===== src/rtl/uart_pkg.sv =====
// Shared UART definitions used by the transmitter and the receiver.
// Holds the frame state encoding and the fixed line levels of a frame.
package uart_pkg;

  // Frame sequencing states, 2-bit encoding shared with the receiver
  typedef enum logic [1:0] {
    UART_IDLE  = 2'd0,
    UART_START = 2'd1,
    UART_DATA  = 2'd2,
    UART_STOP  = 2'd3
  } uart_state_e;

  // Fixed line levels of a UART frame
  localparam logic UART_START_BIT  = 1'b0;
  localparam logic UART_STOP_BIT   = 1'b1;
  localparam logic UART_IDLE_LEVEL = 1'b1;

endpackage : uart_pkg


===== src/rtl/uart_baud_tick.sv =====
// Bit-period timer: counts 0..CLKS_PER_BIT-1 and flags the last cycle of
// every bit period.
// Ports:
//   i_CLK   - system clock, rising edge
//   i_RST_N - asynchronous active-low reset
//   i_CLEAR - hold the counter at zero (line idle)
//   o_TICK  - high on the last cycle of each bit period
module uart_baud_tick #(
  parameter int CLKS_PER_BIT = 16
) (
  input  logic i_CLK,
  input  logic i_RST_N,
  input  logic i_CLEAR,
  output logic o_TICK
);

  localparam int              CNT_W    = $clog2(CLKS_PER_BIT);
  localparam logic [CNT_W-1:0] CNT_LAST = CNT_W'(CLKS_PER_BIT - 1);

  logic [CNT_W-1:0] cnt_q;
  logic [CNT_W-1:0] cnt_d;

  // Next count: held at zero while cleared, wraps after the last cycle
  always_comb begin
    cnt_d = cnt_q;
    if (i_CLEAR) begin
      cnt_d = '0;
    end else if (cnt_q == CNT_LAST) begin
      cnt_d = '0;
    end else begin
      cnt_d = cnt_q + CNT_W'(1);
    end
  end

  // Counter register
  always_ff @(posedge i_CLK or negedge i_RST_N) begin
    if (!i_RST_N) begin
      cnt_q <= '0;
    end else begin
      cnt_q <= cnt_d;
    end
  end

  assign o_TICK = (cnt_q == CNT_LAST);

endmodule : uart_baud_tick


===== src/rtl/uart_transmitter.sv =====
// UART transmitter: serialises one byte per frame as start bit (0),
// DATA_BITS data bits LSB first, stop bit (1). Bytes arrive over a
// valid/ready handshake; all outputs are registered.
// Ports:
//   i_CLK   - system clock, rising edge
//   i_RST_N - asynchronous active-low reset (aborts any frame)
//   i_DATA  - byte to send, latched on handshake only
//   i_VALID - source presents i_DATA
//   o_READY - transmitter can accept a byte (IDLE only)
//   o_TX    - serial line, idles high
//   o_BUSY  - frame in progress
//   o_DONE  - one-cycle pulse in the first IDLE cycle after a frame
module uart_transmitter
  import uart_pkg::*;
#(
  parameter int CLKS_PER_BIT = 16,
  parameter int DATA_BITS    = 8
) (
  input  logic                 i_CLK,
  input  logic                 i_RST_N,
  input  logic [DATA_BITS-1:0] i_DATA,
  input  logic                 i_VALID,
  output logic                 o_READY,
  output logic                 o_TX,
  output logic                 o_BUSY,
  output logic                 o_DONE
);

  localparam int               IDX_W    = $clog2(DATA_BITS) + 1;
  localparam logic [IDX_W-1:0] IDX_LAST = IDX_W'(DATA_BITS - 1);

  uart_state_e          state_q, state_d;
  logic [DATA_BITS-1:0] shift_q, shift_d;
  logic [IDX_W-1:0]     idx_q, idx_d;
  logic                 tx_q, tx_d;
  logic                 ready_q, ready_d;
  logic                 busy_q, busy_d;
  logic                 done_q, done_d;
  logic                 tick_s;
  logic                 clear_s;

  // The bit timer only runs inside a frame, so every frame starts on a
  // fresh full-length bit period.
  assign clear_s = (state_q == UART_IDLE);

  uart_baud_tick #(
    .CLKS_PER_BIT(CLKS_PER_BIT)
  ) u_baud_tick (
    .i_CLK  (i_CLK),
    .i_RST_N(i_RST_N),
    .i_CLEAR(clear_s),
    .o_TICK (tick_s)
  );

  // Next-state and next-output decode. Outputs are computed from the
  // upcoming state so the registered line changes on the same edge as
  // the state, keeping each bit exactly CLKS_PER_BIT cycles wide.
  always_comb begin
    state_d = state_q;
    shift_d = shift_q;
    idx_d   = idx_q;
    tx_d    = UART_IDLE_LEVEL;
    ready_d = 1'b0;
    busy_d  = 1'b1;
    done_d  = 1'b0;
    case (state_q)
      UART_IDLE: begin
        if (i_VALID && ready_q) begin
          state_d = UART_START;
          shift_d = i_DATA;
          idx_d   = '0;
          tx_d    = UART_START_BIT;
        end else begin
          tx_d    = UART_IDLE_LEVEL;
          ready_d = 1'b1;
          busy_d  = 1'b0;
        end
      end
      UART_START: begin
        if (tick_s) begin
          state_d = UART_DATA;
          tx_d    = shift_q[0];
        end else begin
          tx_d    = UART_START_BIT;
        end
      end
      UART_DATA: begin
        if (tick_s) begin
          shift_d = {1'b0, shift_q[DATA_BITS-1:1]};
          if (idx_q == IDX_LAST) begin
            state_d = UART_STOP;
            idx_d   = '0;
            tx_d    = UART_STOP_BIT;
          end else begin
            idx_d   = idx_q + IDX_W'(1);
            // Next bit is already visible at shift_q[1] before the shift lands
            tx_d    = shift_q[1];
          end
        end else begin
          tx_d    = shift_q[0];
        end
      end
      UART_STOP: begin
        tx_d = UART_STOP_BIT;
        if (tick_s) begin
          state_d = UART_IDLE;
          ready_d = 1'b1;
          busy_d  = 1'b0;
          done_d  = 1'b1;
        end else begin
          ready_d = 1'b0;
        end
      end
      default: begin
        state_d = UART_IDLE;
        tx_d    = UART_IDLE_LEVEL;
        ready_d = 1'b1;
        busy_d  = 1'b0;
      end
    endcase
  end

  // State, datapath and output registers
  always_ff @(posedge i_CLK or negedge i_RST_N) begin
    if (!i_RST_N) begin
      state_q <= UART_IDLE;
      shift_q <= '0;
      idx_q   <= '0;
      tx_q    <= UART_IDLE_LEVEL;
      ready_q <= 1'b1;
      busy_q  <= 1'b0;
      done_q  <= 1'b0;
    end else begin
      state_q <= state_d;
      shift_q <= shift_d;
      idx_q   <= idx_d;
      tx_q    <= tx_d;
      ready_q <= ready_d;
      busy_q  <= busy_d;
      done_q  <= done_d;
    end
  end

  assign o_TX    = tx_q;
  assign o_READY = ready_q;
  assign o_BUSY  = busy_q;
  assign o_DONE  = done_q;

endmodule : uart_transmitter

===== config.mk =====
export PLATFORM = sky130hd
export DESIGN_NAME = uart_transmitter
export DESIGN_NICKNAME = d
export VERILOG_FILES = /design/src/rtl/uart_pkg.sv /design/src/rtl/uart_baud_tick.sv /design/src/rtl/uart_transmitter.sv
export SDC_FILE = /design/constraint.sdc
export NUM_CORES = 1
export LEC_CHECK = 0
export ABC_AREA = 1
export CORE_MARGIN = 1
export CORE_UTILIZATION = 55
export CTS_CLUSTER_SIZE = 20
export DETAILED_ROUTE_END_ITERATION = 6
export PLACE_DENSITY_LB_ADDON = 0.15
export SLEW_MARGIN = 20
export SYNTH_ARGS = -nofsm -noshare
export SYNTH_HDL_FRONTEND = slang
export SYNTH_SLANG_ARGS = --single-unit
export TNS_END_PERCENT = 5

===== constraint.sdc =====
create_clock -name i_CLK -period 2.71 [get_ports i_CLK]
set_input_delay 0.813 -clock i_CLK [delete_from_list [all_inputs] [get_ports i_CLK]]
set_output_delay 0.813 -clock i_CLK [all_outputs]
set_load 0.01 [all_outputs]

==> flow_metrics.tcl, run 1 <==
set metrics [dict create \
    hpwl_mm 1.513 \
    io_buffer_count 14 \
    drt-initial-drc-count 16 \
    ys_warn_count 0 \
    cts_tree "yes" \
    grt_pass1_vias 771 \
    critPathRequiredTime_ps 1900 \
    root_buffer "clkbuf_4" \
    first_pass_iters 4 \
    totalWireLength_mm 2.037 \
    period_share 0.8099 \
    seqPwrFrac 0.408 \
    cellLeakagePower_nw 0.6935 \
    grt_usage 0.2045 \
    use_met1 0.2676 \
    crit_slowest_cell "dfstp_2" \
    clk_pin_slew_worst_paths_ps 110 \
    wl_per_cell_um 10.89 \
    core_area_mm2 0.001982 \
    ios 15 \
    finalPower_mw 1.308 \
    clockBufferDepth 2 \
    rsz0062_at_grt "false" \
    num-nets-final 179 \
    cts.sinks 22 \
    grt_util_met3 0.04444 \
    maxSlewViolCount 0 \
    stdcell_area_mm2 0.001358 \
    synth_area_per_cell_um2 8.225 \
    cts_buffers 3 \
    hold_ws_ps 469.3 \
    ant_nets 0 \
    clk_latency_ps 300 \
    ff_latch_area_um2 553.0 \
    p_int_uw 760.8 \
    hold_class "reg -> reg" \
    drive_gt1_frac 0.1000 \
    critPathCaptureType "output port" \
    setup_viol 0 \
    multi_input_area_um2 539.3 \
    overflow 0 \
    die_h_um 48.24 \
    path_cells "clkdlybuf4s50_1" \
    drv_cap 0 \
    post-place-ws_ps 657.9 \
    viasPerCell 4.786 \
    gp_congestion 0.7563 \
    syn_to_final_growth_pct 15.43 \
    drc_errors 0 \
    status "completed" \
    setup_ws_ps 515.2 \
    crit_arrival_ps 1380 \
    synth_area_mm2 0.001176 \
    fin_util 0.6850 \
    r2r_setup_slack_ps 950 \
    syn_nets 161 \
    swShare 0.4185 \
    grt_max_degree 23 \
    grt_pass1_wl_mm 3.229 \
    max_clock_freq_ghz 0.4556 \
    die_area_mm2 0.002327 \
    crit_family "flip-flops" \
    slew_headroom 0.8150 \
    start_util 0.5934 \
    num_vias 895 \
    skew_ps 3.468 \
    crit_fanout 3 \
    syn_inst 143 \
    die_x_um 48.24 \
    top_usage_layer "met2" \
    postCtsSetupBuffers 0 \
    final_cells 187 \
    min_period_ps 2195 \
    tightest_slew_ps 277.5 \
    comb_power_share 0.476 \
    max_stage_delay_ps 560 \
    ys_ff_latch 22 \
    htree_num_levels 1 \
    grtUsageMet2 0.3280 \
    setup_tns_ps 0 \
    cp-start-kind "flip-flop" \
    post_cts_resized 0 \
    antennaDiodeCount 0 \
    synth_cell_type_count 20 \
    n_fill_cell 165 \
    dpl_cell_area_mm2 0.001331 \
    ys_seq_area_frac 0.4702 \
    peakVddDrop_mv 0.5791 \
    hold_viol 0 \
    pwr-share-clk 0.116 \
    p_switching_uw 547.5 \
    fp-row-count 16 \
    hold_buffers 0 \
    dp_cells 183 \
    antenna_found_initial 0 \
    p_per_area_mw_per_mm2 963.7 \
    cp_num_buf_inv 1 \
    crit_type "reg -> out" \
]
[cell families (layout without fill, tap and decap cells)]
family / Yosys count / count (layout) / synth area share
XOR/XNOR: 3 / 3 / 0.02234
AO/OA/AOI/OAI: 13 / 13 / 0.06808
AND/OR/NAND/NOR: 82 / 82 / 0.2936
flip-flops: 22 / 22 / 0.4702
adder cells (fa/ha/maj): 7 / 7 / 0.07446
buffers and inverters: 16 / 33 / 0.07127
[per-layer routing]
metal / share of wire / vias up
met5: 0 / -
met4: 0.0064 / 0
met3: 0.027 / 2
met2: 0.50 / 17
met1: 0.46 / 398
li1: - / 478
[placed cells by master (no fill, tap or decap), drive strengths merged, types with 3 or more instances in the layout]
cell type      netlist  final
a21oi                3      3
clkbuf               0      4
clkdlybuf4s50        0     14
dfrtp               20     20
ha                   7      7
inv                 12     12
nand2               61     61
nand3                7      7
nor2                12     12
o21ai               10     10
xor2                 3      3
[registers in the layout (all words and copies together), names as in the netlist]
signal / flops
shift_q: 8
idx_q: 4
u_baud_tick.cnt_q: 4
state_q: 2
o_BUSY: 1
o_DONE: 1
o_READY: 1
o_TX: 1
[synth_stat cells]
library cell | count | area [um^2]
ha_1 | 7 | 87.58
a21oi_1 | 3 | 15.01
o21ai_0 | 2 | 10.01
buf_6 | 3 | 33.78
nand4_1 | 1 | 6.260
inv_1 | 11 | 41.29
o21ai_2 | 4 | 35.03
dfrtp_1 | 20 | 500.5
nand3b_1 | 1 | 7.510
clkinv_2 | 1 | 5.000
nand3_4 | 1 | 17.52
nand3_1 | 6 | 30.03
inv_2 | 1 | 3.750
nand2_2 | 1 | 6.260
xor2_1 | 3 | 26.28
o21ai_1 | 4 | 20.02
dfstp_2 | 2 | 52.55
nand2_4 | 1 | 11.26
nor2_1 | 12 | 45.04
nand2_1 | 59 | 221.5
[power groups by stage]
stage | registers (mW) | clock network (mW) | logic [mW]
detailed placement | 0.542 | 0 | 0.622
global route | 0.549 | 0.175 | 0.717
floorplan | 0.536 | 0 | 0.486
finish | 0.533 | 0.152 | 0.623
CTS | 0.534 | 0.159 | 0.627
global placement | 0.535 | 0 | 0.609
[area by class of cell]
type / instances / share of cell area
Clock buffer: 4 / 0.01935
Inverter: 13 / 0.03687
Multi-Input combinational cell: 105 / 0.3972
Sequential cell: 22 / 0.4074
Tap cell: 27 / 0.02488
Timing Repair Buffer: 16 / 0.1143
[worst paths after layout]
kind | start | end | cells past startpoint
worst max-delay path | o_READY$_DFF_PN1_ | o_READY | 1
worst min-delay path | u_baud_tick.cnt_q[0]$_DFF_PN0_ | u_baud_tick.cnt_q[0]$_DFF_PN0_ | 1
worst max register to register | state_q[0]$_DFFE_PN0P_ | shift_q[1]$_DFFE_PN0P_ | 8
worst min register to register | u_baud_tick.cnt_q[0]$_DFF_PN0_ | u_baud_tick.cnt_q[0]$_DFF_PN0_ | 1
max in group asynchronous | i_RST_N | o_READY$_DFF_PN1_ | 2
min in group asynchronous | i_RST_N | idx_q[3]$_DFFE_PN0P_ | 2
(Power assumes the default switching activity.)
==> inputs of run 2 (changes only) <==
--- a/config.mk
+++ b/config.mk
@@ -7,7 +7,7 @@
 export LEC_CHECK = 0
 export ABC_AREA = 1
 export CORE_MARGIN = 1
-export CORE_UTILIZATION = 55
+export CORE_UTILIZATION = 48
 export CTS_CLUSTER_SIZE = 20
 export DETAILED_ROUTE_END_ITERATION = 6
 export PLACE_DENSITY_LB_ADDON = 0.15
==> constraint.sdc (replaced) <==
create_clock -name i_CLK -period 1.9 [get_ports i_CLK]
set_input_delay 0.57 -clock i_CLK [delete_from_list [all_inputs] [get_ports i_CLK]]
set_output_delay 0.57 -clock i_CLK [all_outputs]
set_load 0.01 [all_outputs]
==> run 2 against run 1 <==
Net effect:
- final area is 0.83% higher
- sequential power is 43% higher
- sequential share of layout area shrank 0.34 points
- largest cell class unchanged
==> flow_metrics.tcl, run 2 (same netlist as run 1, synthesis figures left out) <==
set metrics [dict create \
    max_clock_freq_ghz 0.5710 \
    min_path_cells 1 \
    die_h_um 51.50 \
    cellLeakagePower_nw 0.7026 \
    fp-row-count 17 \
    drt-initial-drc-count 28 \
    peakVddDrop_mv 0.9577 \
    grt_usage 0.1853 \
    cts_buffers 3 \
    r2r_cells 8 \
    clockBufferDepth 2 \
    rsz0062_at_grt "false" \
    crit_fanout 1 \
    max_stage_delay_ps 530 \
    hold_viol 0 \
    drc_errors 0 \
    io_buffer_count 14 \
    final_common_cell "nand2_1" \
    layout_common_cells "nand2_1, dfrtp_1, nor2_1, clkdlybuf4s50_1, inv_1" \
    grt_max_degree 23 \
    skew_ps 5.318 \
    p_per_area_mw_per_mm2 1387 \
    ios 15 \
    viasPerCell 4.920 \
    drv_cap 0 \
    hold_class "reg -> reg" \
    grt_pass1_wl_mm 3.615 \
    critPathRequiredTime_ps 1330 \
    overflow 0 \
    grt_pass1_vias 817 \
    period_share 0.9217 \
    top_register "shift_q" \
    cp_num_cells 1 \
    antenna_found_initial 0 \
    maxSlewViolCount 0 \
    critPathCaptureType "output port" \
    htree_num_levels 1 \
    gp_congestion 0.7680 \
    core_area_mm2 0.002255 \
    slew_headroom 0.8107 \
    cp_num_buf_inv 1 \
    cts.sinks 22 \
    largestRegisters "shift_q: 8 flops, idx_q: 4 flops, u_baud_tick.cnt_q: 4 flops" \
    stdcell_area_mm2 0.001369 \
    num_vias 925 \
    postCtsSetupBuffers 0 \
    crit_slowest_cell "clkdlybuf4s50_1" \
    totalWireLength_mm 2.069 \
    crit_type "reg -> out" \
    crit_arrival_ps 1180 \
    status "completed" \
    num-nets-final 179 \
    start_util 0.5216 \
    antennaDiodeCount 0 \
    path_cells "clkdlybuf4s50_1" \
    first_pass_iters 4 \
    cp-start-kind "flip-flop" \
    setup_tns_ps 0 \
    root_buffer "clkbuf_4" \
    dpl_cell_area_mm2 0.001333 \
    wl_per_cell_um 11.01 \
    largest_reg_flops 8 \
    tightest_slew_ps 284.0 \
    ant_nets 0 \
    hpwl_mm 1.493 \
    drive_gt1_frac 0.1125 \
    min_period_ps 1751 \
    setup_viol 0 \
    crit_family "buffers and inverters" \
    die_area_mm2 0.002652 \
    syn_to_final_growth_pct 16.38 \
    cts_tree "yes" \
    clk_latency_ps 310 \
    clk_pin_slew_worst_paths_ps 120 \
    die_x_um 51.50 \
    n_fill_cell 207 \
]
-- run 2: changes by cell type in the layout (fill, tap and decap cells not counted) --
| cell | before | now |
|---|---|---|
| clkdlybuf4s50_1 | 14 | 12 |
| dlygate4sd2_1 | 0 | 2 |
| clkbuf_1 | 1 | 0 |
| clkbuf_8 | 0 | 1 |
| ha_1 | 7 | 6 |
| ha_2 | 0 | 1 |
-- run 2: layout make-up --
| type | count | area, um^2 | area share |
|---|---|---|---|
| clock buffer | 4 | 36.28 | 0.02651 |
| inverter | 13 | 50.05 | 0.03656 |
| multi-input combinational | 105 | 541.8 | 0.3958 |
| sequential | 22 | 553.0 | 0.4040 |
| tap | 28 | 35.03 | 0.02559 |
| timing repair buffer | 16 | 152.6 | 0.1115 |
-- run 2: path summary, 6_finish.rpt --
check | startpoint | to | slack, ps
min reg2reg | u_baud_tick.cnt_q[0]$_DFF_PN0_ | u_baud_tick.cnt_q[0]$_DFF_PN0_ | 480
max reg2reg | state_q[0]$_DFFE_PN0P_ | shift_q[1]$_DFFE_PN0P_ | 240
min in group asynchronous | i_RST_N | u_baud_tick.cnt_q[0]$_DFF_PN0_ | 590
max | o_BUSY$_DFF_PN0_ | o_BUSY | 150
max in group asynchronous | i_RST_N | o_READY$_DFF_PN1_ | 1030
min | u_baud_tick.cnt_q[0]$_DFF_PN0_ | u_baud_tick.cnt_q[0]$_DFF_PN0_ | 480
-- run 2: layer usage --
metal | global-route usage | wire length, um | vias to the layer above
met1 | 0.2411 | 1038 | 426
li1 | - | - | 475
met5 | 0 | 0 | -
met4 | 0.06757 | 26 | 0
met3 | 0.05263 | 77 | 4
met2 | 0.2922 | 927 | 20
-- run 2: metrics by stage --
stage / utilization / setup slack, ps / cells / power, mW / hold WS [ps]
3_3_place_gp: 0.5910 / 114.5 / 184 / 1.642 / 446.4
5_1_grt: 0.6071 / 96.44 / 188 / 2.083 / 506.6
3_5_place_dp: 0.5910 / 94.70 / 184 / 1.653 / 462.3
6_report: 0.6071 / 148.7 / 188 / 1.899 / 480.5
4_1_cts: 0.6060 / 126.3 / 188 / 1.912 / 480.0
2_1_floorplan: - / 525.9 / 143 / 1.458 / 274.4
-- run 2: power breakdown --
part           internal (mW)  switching [mW]
logic                  0.335           0.541
clock network          0.117           0.144
registers              0.655           0.106
total                   1.11           0.791
-- run 2: repair_timing --
| item | in CTS | in global routing |
|---|---|---|
| setup endpoints to repair | 2 | 3 |
| endpoints found under the hold margin | 0 | 0 |
| hold buffers | 0 | 0 |
| gates resized for setup | 2 | 1 |
